`src/rtl/sprite_fetch_engine.sv`:
```
// Two-stage sprite pixel fetch: drives a shared ROM address, selects the addressed
// slot's palette index, and alternates animated sprites between two slots on vsync.
module sprite_fetch_engine #(
   parameter int NUM_ROMS = 16,
   parameter int ADDR_W   = 10,
   parameter int PIX_W    = 3,
   parameter int SEL_W    = 5,
   parameter int ANIM_DIV = 30
) (
   input  logic                      axi_aclk,
   input  logic                      axi_aresetn,
   input  logic                      req_valid,
   output logic                      req_ready,
   input  logic [SEL_W-1:0]          req_code,
   input  logic [ADDR_W-1:0]         req_addr,
   input  logic                      req_anim,
   input  logic                      vsync_pulse,
   input  logic                      anim_hold,
   output logic [ADDR_W-1:0]         rom_addr,
   input  logic [NUM_ROMS*PIX_W-1:0] rom_q,
   output logic                      out_valid,
   input  logic                      out_ready,
   output logic [PIX_W-1:0]          out_data,
   output logic                      out_oob,
   output logic                      anim_phase
);

   localparam logic [SEL_W:0] NUM_ROMS_L = (SEL_W + 1)'(NUM_ROMS);
   localparam logic [7:0]     ANIM_LAST  = 8'(ANIM_DIV - 1);

   logic               run_r;
   logic               s1_valid_r;
   logic [SEL_W:0]     s1_eff_r;
   logic [ADDR_W-1:0]  s1_addr_r;
   logic               out_valid_r;
   logic [PIX_W-1:0]   out_data_r;
   logic               out_oob_r;
   logic [7:0]         anim_cnt_r;
   logic               anim_phase_r;

   logic               s2_load_s;
   logic               s1_load_s;
   logic               accept_s;
   logic [SEL_W:0]     eff_s;
   logic               s1_oob_s;
   logic [PIX_W-1:0]   sel_pix_s;

   // run_r keeps req_ready low while reset is held and releases it one edge later
   assign s2_load_s = !out_valid_r || out_ready;
   assign s1_load_s = run_r && (s2_load_s || !s1_valid_r);
   assign accept_s  = req_valid && s1_load_s;
   assign eff_s     = {1'b0, req_code} + {{SEL_W{1'b0}}, req_anim & anim_phase_r};
   assign s1_oob_s  = (s1_eff_r >= NUM_ROMS_L);

   // One-hot OR mux over ROM slots; an out-of-range code matches no slot
   always_comb begin
      sel_pix_s = '0;
      for (int k = 0; k < NUM_ROMS; k++) begin
         sel_pix_s = sel_pix_s |
                     (rom_q[k*PIX_W +: PIX_W] & {PIX_W{s1_eff_r == (SEL_W + 1)'(k)}});
      end
   end

   // Fetch pipeline: S1 holds address/effective code, S2 holds the returned pixel
   always_ff @(posedge axi_aclk or negedge axi_aresetn) begin
      if (!axi_aresetn) begin
         run_r       <= 1'b0;
         s1_valid_r  <= 1'b0;
         s1_eff_r    <= '0;
         s1_addr_r   <= '0;
         out_valid_r <= 1'b0;
         out_data_r  <= '0;
         out_oob_r   <= 1'b0;
      end else begin
         run_r <= 1'b1;
         if (s1_load_s) begin
            s1_valid_r <= accept_s;
            if (accept_s) begin
               s1_eff_r  <= eff_s;
               s1_addr_r <= req_addr;
            end else begin
               s1_eff_r  <= s1_eff_r;
               s1_addr_r <= s1_addr_r;
            end
         end else begin
            s1_valid_r <= s1_valid_r;
         end
         if (s2_load_s) begin
            out_valid_r <= s1_valid_r;
            out_data_r  <= (s1_valid_r && !s1_oob_s) ? sel_pix_s : '0;
            out_oob_r   <= s1_valid_r && s1_oob_s;
         end else begin
            out_valid_r <= out_valid_r;
            out_data_r  <= out_data_r;
            out_oob_r   <= out_oob_r;
         end
      end
   end

   // Animation divider: counts vsync pulses and flips the phase every ANIM_DIV of them
   always_ff @(posedge axi_aclk or negedge axi_aresetn) begin
      if (!axi_aresetn) begin
         anim_cnt_r   <= 8'd0;
         anim_phase_r <= 1'b0;
      end else if (vsync_pulse && !anim_hold) begin
         if (anim_cnt_r == ANIM_LAST) begin
            anim_cnt_r   <= 8'd0;
            anim_phase_r <= !anim_phase_r;
         end else begin
            anim_cnt_r   <= anim_cnt_r + 8'd1;
            anim_phase_r <= anim_phase_r;
         end
      end else begin
         anim_cnt_r   <= anim_cnt_r;
         anim_phase_r <= anim_phase_r;
      end
   end

   assign req_ready  = s1_load_s;
   assign rom_addr   = s1_addr_r;
   assign out_valid  = out_valid_r;
   assign out_data   = out_data_r;
   assign out_oob    = out_oob_r;
   assign anim_phase = anim_phase_r;

endmodule

```
`config.mk`:
```
export PLATFORM = sky130hd
export DESIGN_NAME = sprite_fetch_engine
export DESIGN_NICKNAME = d
export VERILOG_FILES = /design/src/rtl/sprite_fetch_engine.sv
export SDC_FILE = /design/constraint.sdc
export NUM_CORES = 1
export LEC_CHECK = 0
export CELL_PAD_IN_SITES_DETAIL_PLACEMENT = 0
export CELL_PAD_IN_SITES_GLOBAL_PLACEMENT = 1
export CORE_MARGIN = 1.5
export CORE_UTILIZATION = 31
export CTS_BUF_LIST = sky130_fd_sc_hd__clkbuf_8 sky130_fd_sc_hd__clkbuf_16
export DETAILED_ROUTE_END_ITERATION = 6
export GPL_ROUTABILITY_DRIVEN = 0
export PLACE_DENSITY_LB_ADDON = 0.05
export SYNTH_ARGS = -nofsm -noshare
export SYNTH_HDL_FRONTEND = slang
export SYNTH_SLANG_ARGS = --single-unit
```
`constraint.sdc`:
```
create_clock -name axi_aclk -period 2.3 [get_ports axi_aclk]
set_clock_uncertainty 0.2 [all_clocks]
set_input_delay 0.345 -clock axi_aclk [delete_from_list [all_inputs] [get_ports axi_aclk]]
set_output_delay 0.345 -clock axi_aclk [all_outputs]
set_load 0.02 [all_outputs]
```
# Word-level counts from Yosys, hierarchy flattened
# Cells that the tools add are included.
[word_totals]
register_bits = 32
input_bits = 70
out_inout_bits = 17
word_cells = 77
[op_classes]
add_sub_neg = 2
magnitude_cmp = 1
n_eq_ne = 16
muxes = 2
bitwise = 32
n_reduce_logical = 15
[ops]
columns = ["op", "count"]
rows = [
  ["bitwise AND 3 bit", 16],
  ["== test 6 x 4 -> 1 bit, second input constant", 8],
  ["bitwise OR 3 bit", 15],
  ["== test 6 x 3 -> 1 bit, second input constant", 4],
  ["== test 6 x 2 -> 1 bit, second input constant", 2],
  ["adder 8 x 1 -> 8 bit, second input constant", 1],
  ["== test 8 x 5 -> 1 bit, second input constant", 1],
  ["2-to-1 mux 8 bit", 1],
  ["adder 5 x 1 -> 6 bit", 1],
  ["== test 6 x 1 -> 1 bit, second input constant", 1],
  [">= comparator 6 x 5 -> 1 bit, second input constant", 1],
  ["zero test 6 bit", 1],
  ["logical AND 1 bit", 5],
  ["zero test 1 bit", 5],
  ["AND reduction 2 bit", 2],
  ["2-to-1 mux 3 bit", 1],
  ["logical OR 1 bit", 2],
  ["bitwise AND 1 bit", 1],
]

# Depth between registers and ports, before layout
# Gate-level depths: netlist of the first run.
[depth]
depth_word = 18
ltp_mapped = 7
mapped_depth_nobuf = 7

# Worst setup path before layout of the first run
# No wires, ideal clock.
[synth_timing]
path_type = "reg2reg"
from = "register out_valid_r (netlist: out_valid)"
to = "register s1_addr_r[6] (netlist: rom_addr[6])"
setup_time_ns = 0.128
arrival_time_ns = 1.738
required_time_ns = 1.972
setup_slack_ns = 0.234
path_stages_with_launch = 6
path_buffers = 1
period_less_slack_ns = 2.066
path_cell_list = "dfrtp_1 > nor2b_4 > a21boi_1 > nand2_1 > clkbuf_1 > mux2_1"
[synth_between]
elab_chain_cells = 6
[synth_lines]
columns = ["element", "line", "rtl"]
rows = [
  ["start, declared", "35", "logic out_valid_r;"],
  ["start signal, assigned", "89", "out_valid_r <= s1_valid_r;"],
  ["start signal, assigned", "93", "out_valid_r <= out_valid_r;"],
  ["zero test 1 bit (*)", "49", "assign s2_load_s = !out_valid_r || out_ready;"],
  ["logical OR 1 bit (*)", "49", ""],
  ["logical OR 1 bit (*)", "50", "assign s1_load_s = run_r && (s2_load_s || !s1_valid_r);"],
  ["logical AND 1 bit (*)", "50", ""],
  ["named net req_ready", "13", "output logic req_ready,"],
  ["logical AND 1 bit", "51", "assign accept_s = req_valid && s1_load_s;"],
  ["AND reduction 2 bit (no source line) (*)", "-", ""],
  ["end signal, assigned", "80", "s1_addr_r <= req_addr;"],
  ["end signal, assigned", "83", "s1_addr_r <= s1_addr_r;"],
  ["end, declared", "34", "logic [ADDR_W-1:0] s1_addr_r;"],
]
# Mark *: on every way through the listed nets, which the timed path passes. The rest lies on a longest branch.
# A chain may end at the register's enable or synchronous reset.

# Final worst setup path of the first run
[layout_timing]
from = "register s1_eff_r[3]"
to = "register out_data_r[1] (netlist: out_data[1])"
[layout_between]
elab_chain_cells = 18
word_cells_on_any_way = 51
classes_between = "order compare (1); eq/ne (15); mux (1); bitwise (31); reduce/logical (3)"
[layout_lines]
columns = ["element", "line", "rtl"]
rows = [
  ["start, declared", "33", "logic [SEL_W:0] s1_eff_r;"],
  ["start signal, assigned", "79", "s1_eff_r <= eff_s;"],
  ["start signal, assigned", "82", "s1_eff_r <= s1_eff_r;"],
  ["== test 6 x 1 -> 1 bit / zero test 6 bit (equally long branches)", "60", "(rom_q[k*PIX_W +: PIX_W] & {PIX_W{s1_eff_r == (SEL_W + 1)'(k)}});"],
  ["bitwise AND 3 bit", "60", ""],
  ["bitwise OR 3 bit (15 in series)", "59", "sel_pix_s = sel_pix_s |"],
  ["2-to-1 mux 3 bit (*)", "90", "out_data_r <= (s1_valid_r && !s1_oob_s) ? sel_pix_s : '0;"],
  ["end signal, assigned", "90", ""],
  ["end signal, assigned", "94", "out_data_r <= out_data_r;"],
  ["end, declared", "36", "logic [PIX_W-1:0] out_data_r;"],
]
# Mark *: on every way between the ends. The rest lies on a longest branch, timed or not.

==> impl_results.md, run 1 <==
- Final instance area: 3060 um^2
- Number of enable flip-flop cells after synthesis: 0
- Antenna Nets Post-Route: 0
- Net count of the finished layout: 361
- Number of port buffers: 86
- Yosys top cell area share: 0.405
- Final-layout worst hold slack: 0.252 ns
- Initial core utilization: 0.328
- Worst R2R Path Depth: 5
- Clock tree from TritonCTS: done
- Std cell rows: 28
- Worst setup path endpoint: out_data[1]
- Start-to-end type of the worst setup path: reg -> reg
- Antenna diodes: 0
- Fillers: 585
- Maximum level of the CTS H-tree: 2
- Layout overhead on the synthesized area: 54.7%
- Synth async-reset ratio: 1.00
- Total placed instance area: 2940 um^2
- Largest fanout of any net on the critical path: 7
- Min-delay worst type: in -> async
- Count of warnings emitted by yosys: 0
- Number of optimization iterations in the first detailed-route pass: 4
- Final Hold Viols: 0
- GR met2 Demand/Resource: 0.250
- Vias in the first global route: 1,782
- Congestion Overflow GR: 0
- Remaining max-slew budget at the tightest pin: 0.670
- Final critical-path required period: 2.06 ns
- Die X: 82.8 um
- Total clock sinks: 32
- Area of the mapped netlist: 1980 um^2
- Final HPWL DP: 4110 um
- Upper clock frequency limit: 485 MHz
- Die Ht: 82.8 um
- Setup repair after global routing missed its margin: false
- Critical path endpoint category: register
- Most frequently used cell type in the post-synthesis netlist: dfrtp_1
- Core footprint: 6030 um^2
- Worst vdd ir: 0.451 mV
- Prevailing post-synth register cell: dfrtp_1
- Top cell type by total area after synthesis: dfrtp_1
- Final sum of negative setup slack: 0 ns
- Max capacitance violation total: 0
- Internal reg-to-reg setup slack: 0.24 ns
- Result of the run: completed
- Count of different cell masters after synthesis: 51
- Worst stage delay on the critical path: 0.55 ns
- Clock transition time at the flip-flop clock pins of the worst setup and hold paths: 0.07 ns
- Leading cell types by total area after synthesis: dfrtp_1 41%, mux2_1 8.5%, a22oi_1 3.0%
- Clk buf depth: 2
- CTS root buf: clkbuf_8
- I/O Pins: 87
- Total nets after synthesis: 269
- Worst Max-Slew Pin Slew: 0.482 ns
- Routed wire length per instance: 14.9 um
- Data arrival time at the worst-slack endpoint: 2.07 ns
- Portion of total power attributed to the clock network: 0.239
- Antenna violations before repair: 0
- Met1 demand-to-capacity share in global routing: 0.221
- Routed vias: 1,823
- Fraction of power spent switching nets: 0.344
- Int Pwr: 0.00147 W
- Number of DRC markers after the initial detailed-route iteration: 65
- Cell with the largest stage delay on the worst path: or3_1
- Number of buffers created by CTS: 5
- Area taken by multi-input logic gates: 1080 um^2
- GR Util met3: 0.0477
- Global-route wire length before repair: 9030 um
- Sequential share of power: 0.364
- Critical path, cell by cell: or3_1 > nor3_2 > a211oi_1 > o221a_1 > o21ai_1
- Area of the die: 6860 um^2
- Total power: 0.00225 W
- Reg area: 801 um^2
- Data required time of the worst path: 2.31 ns
- Static leakage: 1.23 nW
- DRC errors left: 0
- Detailed-route wire length: 5420 um
- Clock latency reported for the late side of the worst-skew pair: 0.28 ns
- Final setup viols: 0
- Crit share post-route: 0.896
- Final slew viol count: 0
- Pwr/cell area: 735 nW/um^2
- Share of the yosys chip area belonging to registers: 0.405
- Global router's overall resource usage: 0.162
- Startpoint type of the worst setup path: register
- Worst setup path startpoint: s1_eff_r[3]
- Largest net degree at the start of global routing: 33
- Reg-to-reg endpoint: out_data[1]
- Register bit count reported by yosys: 32
- Post-CTS setup buffers: 0
- Combinational share of power: 0.397
- Detailed-route vias per instance: 5.02
- Switching power total: 0.000774 W
- Avg Inst Size Synth: 10.1 um^2
- Grt peak-use layer: met2
- Proportion of layout cells with a drive suffix above 1: 0.108
- Worst R2R Start: s1_eff_r[3]
- Number of cells produced by synthesis: 195
- Top cells by instance count after synthesis: 32 x dfrtp_1, 15 x mux2_1, 15 x nand2_1, 11 x o21ai_1
cell type report:
class,instances,area share
Sequential cell,32,0.262
Timing Repair Buffer,96,0.311
Clock buffer,5,0.0225
Clock inverter,3,0.0139
Multi-Input combinational cell,147,0.353
Tap cell,75,0.0307
Inverter,5,0.00614
per-stage QoR:
step | utilization | worst slack, ns | std cells
global route | 0.507 | 0.164 | 363
detailed placement | 0.488 | 0.0333 | 355
floorplan | - | 0.234 | 195
global placement | 0.488 | 0.0406 | 355
finish | 0.507 | 0.239 | 363
CTS | 0.507 | 0.0236 | 363
power groups by stage:
stage / clock network [W] / logic (W) / registers (W)
floorplan: 0 / 0.000491 / 0.000849
global placement: 0 / 0.000898 / 0.000825
detailed placement: 0 / 0.000894 / 0.000831
CTS: 0.000560 / 0.000902 / 0.000820
global route: 0.000581 / 0.000974 / 0.000844
finish: 0.000537 / 0.000892 / 0.000818
worst min-delay path by stage:
stage / end / cells after the start / slack [ns] / start
2_1_floorplan: anim_cnt_r[0] / 0 / -0.15 / axi_aresetn
3_3_place_gp: anim_cnt_r[7] / 1 / 0.25 / anim_cnt_r[7]
3_5_place_dp: anim_cnt_r[7] / 1 / 0.26 / anim_cnt_r[7]
4_1_cts: rom_addr[3] / 2 / 0.26 / axi_aresetn
5_1_grt: anim_cnt_r[7] / 1 / 0.28 / anim_cnt_r[7]
6_report: rom_addr[2] / 2 / 0.25 / axi_aresetn
sequential cells by signal, indices dropped and copies added, names as in the netlist:
signal	count
out_oob	1
s1_valid_r	1
anim_cnt_r	8
out_valid	1
s1_eff_r	6
rom_addr	10
out_data	3
anim_phase	1
run_r	1
critical path, delay by kind of cell (launching register included):
family,cells,cell delay (ns)
simple gates,2,0.79
compound gates,3,0.53
flops,1,0.46
cells by family (layout without fill, tap and decap cells):
logic type,count (synthesis),after routing,synth area share
compound gates,56,56,0.208
xor+xnor,7,7,0.0310
buf+inv,16,109,0.0481
flops,32,32,0.405
other cells,1,1,0.00190
fa+ha+maj,4,4,0.0253
simple gates,63,63,0.189
mux,16,16,0.0906
layer usage:
| metal | up-vias | routed length (um) | share of wire |
|---|---|---|---|
| li1 | 912 | - | - |
| met5 | - | 0 | 0 |
| met3 | 7 | 364 | 0.067 |
| met4 | 0 | 61 | 0.011 |
| met2 | 72 | 2400 | 0.44 |
| met1 | 832 | 2590 | 0.48 |
repair_timing:
item	4_1_cts	5_1_grt
hold buffers	0	0
hold endpoints to repair	0	0
endpoints found under the setup margin	0	1
resized for setup	0	1
layout by cell type (no fill, tap or decap), types with 5 or more instances in the layout:
master	count
clkdlybuf4s50_1	85
dfrtp_1	32
nand2_1	15
mux2_1	15
o21ai_1	11
buf_4	9
nand3_1	8
a22oi_1	8
nor2b_1	7
a21oi_1	6
clkbuf_8	5
(Power assumes the default switching activity.)
==> inputs of run 2 (changes only) <==
--- a/config.mk
+++ b/config.mk
@@ -12,6 +12,7 @@
 export CTS_BUF_LIST = sky130_fd_sc_hd__clkbuf_8 sky130_fd_sc_hd__clkbuf_16
 export DETAILED_ROUTE_END_ITERATION = 6
 export GPL_ROUTABILITY_DRIVEN = 0
+export HOLD_SLACK_MARGIN = 0.05
 export PLACE_DENSITY_LB_ADDON = 0.05
 export SYNTH_ARGS = -nofsm -noshare
 export SYNTH_HDL_FRONTEND = slang
==> results of run 2 <==
No change in the layout: final DEF, timing and power equal those of run 1.
==> inputs of run 3 (changes only) <==
--- a/config.mk
+++ b/config.mk
@@ -10,8 +10,10 @@
 export CORE_MARGIN = 1.5
 export CORE_UTILIZATION = 31
 export CTS_BUF_LIST = sky130_fd_sc_hd__clkbuf_8 sky130_fd_sc_hd__clkbuf_16
+export CTS_CLUSTER_DIAMETER = 150
 export DETAILED_ROUTE_END_ITERATION = 6
 export GPL_ROUTABILITY_DRIVEN = 0
+export GPL_TIMING_DRIVEN = 0
 export HOLD_SLACK_MARGIN = 0.05
 export PLACE_DENSITY_LB_ADDON = 0.05
 export SYNTH_ARGS = -nofsm -noshare
==> run 3 against run 2 <==
Effect of this change:
- count of clock-buffer cells in the layout stayed put
- sequential cell count stayed put
- combinational power is 4.9% higher
- cell area is 1.3% lower
- maximum frequency is 0.48% lower
- wire length is 2.5% higher
- sequential power is 3.8% lower
- critical endpoint is now req_ready
- largest cell class unchanged
- highest routed layer unchanged
==> impl_results.md, run 3 (synthesis gave the netlist of run 1 again) <==
- Antenna diodes: 0
- Critical path, cell by cell: clkdlybuf4s50_1 > nor2b_4 > a21boi_1 > dlygate4sd2_1
- Data arrival time at the worst-slack endpoint: 1.53 ns
- Final HPWL DP: 4290 um
- Combinational share of power: 0.439
- Internal reg-to-reg setup slack: 0.23 ns
- Final core utilization: 0.500
- I/O Pins: 87
- Number of port buffers: 86
- Total clock sinks: 32
- Pwr/cell area: 708 nW/um^2
- Area of the die: 6860 um^2
- Remaining max-slew budget at the tightest pin: 0.518
- Worst stage delay on the critical path: 0.52 ns
- Switching power total: 0.000776 W
- Initial core utilization: 0.328
- Crit share post-route: 0.900
- Worst setup path startpoint: out_ready
- Final instance area: 3020 um^2
- Total placed instance area: 2930 um^2
- Max FFs per register: 10
- Layout overhead on the synthesized area: 52.6%
- Worst R2R Path Depth: 6
- Routed wire length per instance: 15.3 um
- Antenna violations before repair: 0
- Largest net degree at the start of global routing: 33
- Min-delay worst type: reg -> reg
- Final setup viols: 0
- Net count of the finished layout: 363
- Leading cell types in the layout, fill and taps excluded: 84 x clkdlybuf4s50_1, 32 x dfrtp_1, 15 x nand2_1, 15 x mux2_1, 11 x o21ai_1
- Final-layout worst hold slack: 0.264 ns
- DRC errors left: 0
- Number of buffers created by CTS: 5
- Start-to-end type of the worst setup path: in -> out
- Final Hold Viols: 0
- Sequential share of power: 0.369
- Worst vdd ir: 0.410 mV
- Clock transition time at the flip-flop clock pins of the worst setup and hold paths: 0.07 ns
- Vias in the first global route: 1,888
- Global-route wire length before repair: 9440 um
- Int Pwr: 0.00136 W
- Number of DRC markers after the initial detailed-route iteration: 70
- Detailed-route vias per instance: 5.16
- Maximum level of the CTS H-tree: 2
- Final critical-path required period: 2.07 ns
- Clk buf depth: 2
- Total power: 0.00213 W
- Startpoint type of the worst setup path: input port
- Die X: 82.8 um
- Critical path endpoint category: output port
- Setup repair after global routing missed its margin: false
- Proportion of layout cells with a drive suffix above 1: 0.100
- Data required time of the worst path: 1.75 ns
- Fraction of power spent switching nets: 0.364
- Result of the run: completed
- Portion of total power attributed to the clock network: 0.192
- CTS root buf: clkbuf_8
- Layout Cells excl Fill: 364
- Core footprint: 6030 um^2
- Number of optimization iterations in the first detailed-route pass: 4
- Worst Max-Slew Pin Slew: 0.723 ns
- Reg-to-reg endpoint: out_data[1]
- Die Ht: 82.8 um
- Most common cell after layout, fill and taps aside: clkdlybuf4s50_1
- Fillers: 594
- Capture endpoint of the worst hold path: anim_cnt_r[7]
- DP Cell Count: 356
- Static leakage: 1.20 nW
- Clock latency reported for the late side of the worst-skew pair: 0.28 ns
- Detailed-route wire length: 5550 um
- Std cell rows: 28
- Antenna Nets Post-Route: 0
- Final slew viol count: 0
- Hold Path Origin: anim_cnt_r[7]
- Global router's overall resource usage: 0.168
- Post-CTS setup buffers: 0
- Congestion Overflow GR: 0
- Cell with the largest stage delay on the worst path: clkdlybuf4s50_1
- Worst R2R Start: s1_eff_r[0]
- Largest fanout of any net on the critical path: 6
- Worst Hold Path Cells: 1
- Routed vias: 1,877
- Max capacitance violation total: 0
- Upper clock frequency limit: 483 MHz
- Clock tree from TritonCTS: done
[run 3: worst max path at each step]
stage	to
4_1_cts	req_ready
3_5_place_dp	req_ready
6_report	req_ready
5_1_grt	out_data[1]
3_3_place_gp	req_ready
2_1_floorplan	rom_addr[6]
[run 3: critical path, delay by kind of cell]
family,cells,cell delay (ns)
buffers and inverters,2,0.88
AOI/OAI and AO/OA,1,0.23
and+or+nand+nor,1,0.07
[run 3: through the flow]
step / TNS, ns / setup slack (ns)
floorplan: 0 / 0.234
global placement: -1.53 / -0.0734
detailed placement: -0.181 / -0.0918
CTS: 0 / 0.200
global route: 0 / 0.0242
finish: 0 / 0.229
[run 3: layout make-up]
type,instances,area [um^2],share of cell area
Sequential cell,32,801,0.266
Timing Repair Buffer,87,865,0.287
Multi-Input combinational cell,147,1080,0.358
Buffer,11,76.3,0.0253
Inverter,5,18.8,0.00622
Clock buffer,5,68.8,0.0228
Clock inverter,2,12.5,0.00415
Tap cell,75,93.8,0.0311
[run 3: power by group through the flow]
stage	sequential [W]	combinational [W]	clock, W
after floorplan	0.000849	0.000491	0
after global placement	0.000790	0.000944	0
after detailed placement	0.000797	0.000942	0
after CTS	0.000787	0.000950	0.000425
after global routing	0.000807	0.00102	0.000452
final	0.000787	0.000936	0.000411
[run 3: per-layer routing]
| layer | share of wire | track usage | wire (um) | up-vias |
|---|---|---|---|---|
| li1 | - | - | - | 918 |
| met1 | 0.46 | 0.223 | 2530 | 886 |
| met2 | 0.46 | 0.271 | 2580 | 66 |
| met3 | 0.065 | 0.0447 | 362 | 7 |
| met4 | 0.014 | 0.0470 | 78 | 0 |
| met5 | 0 | 0 | 0 | - |
[run 3: repair_timing]
action / in CTS / in global routing
gates resized for setup: 1 / 0
hold buffers: 1 / 0
setup endpoints to repair: 1 / 0
endpoints found under the hold margin: 32 / 0
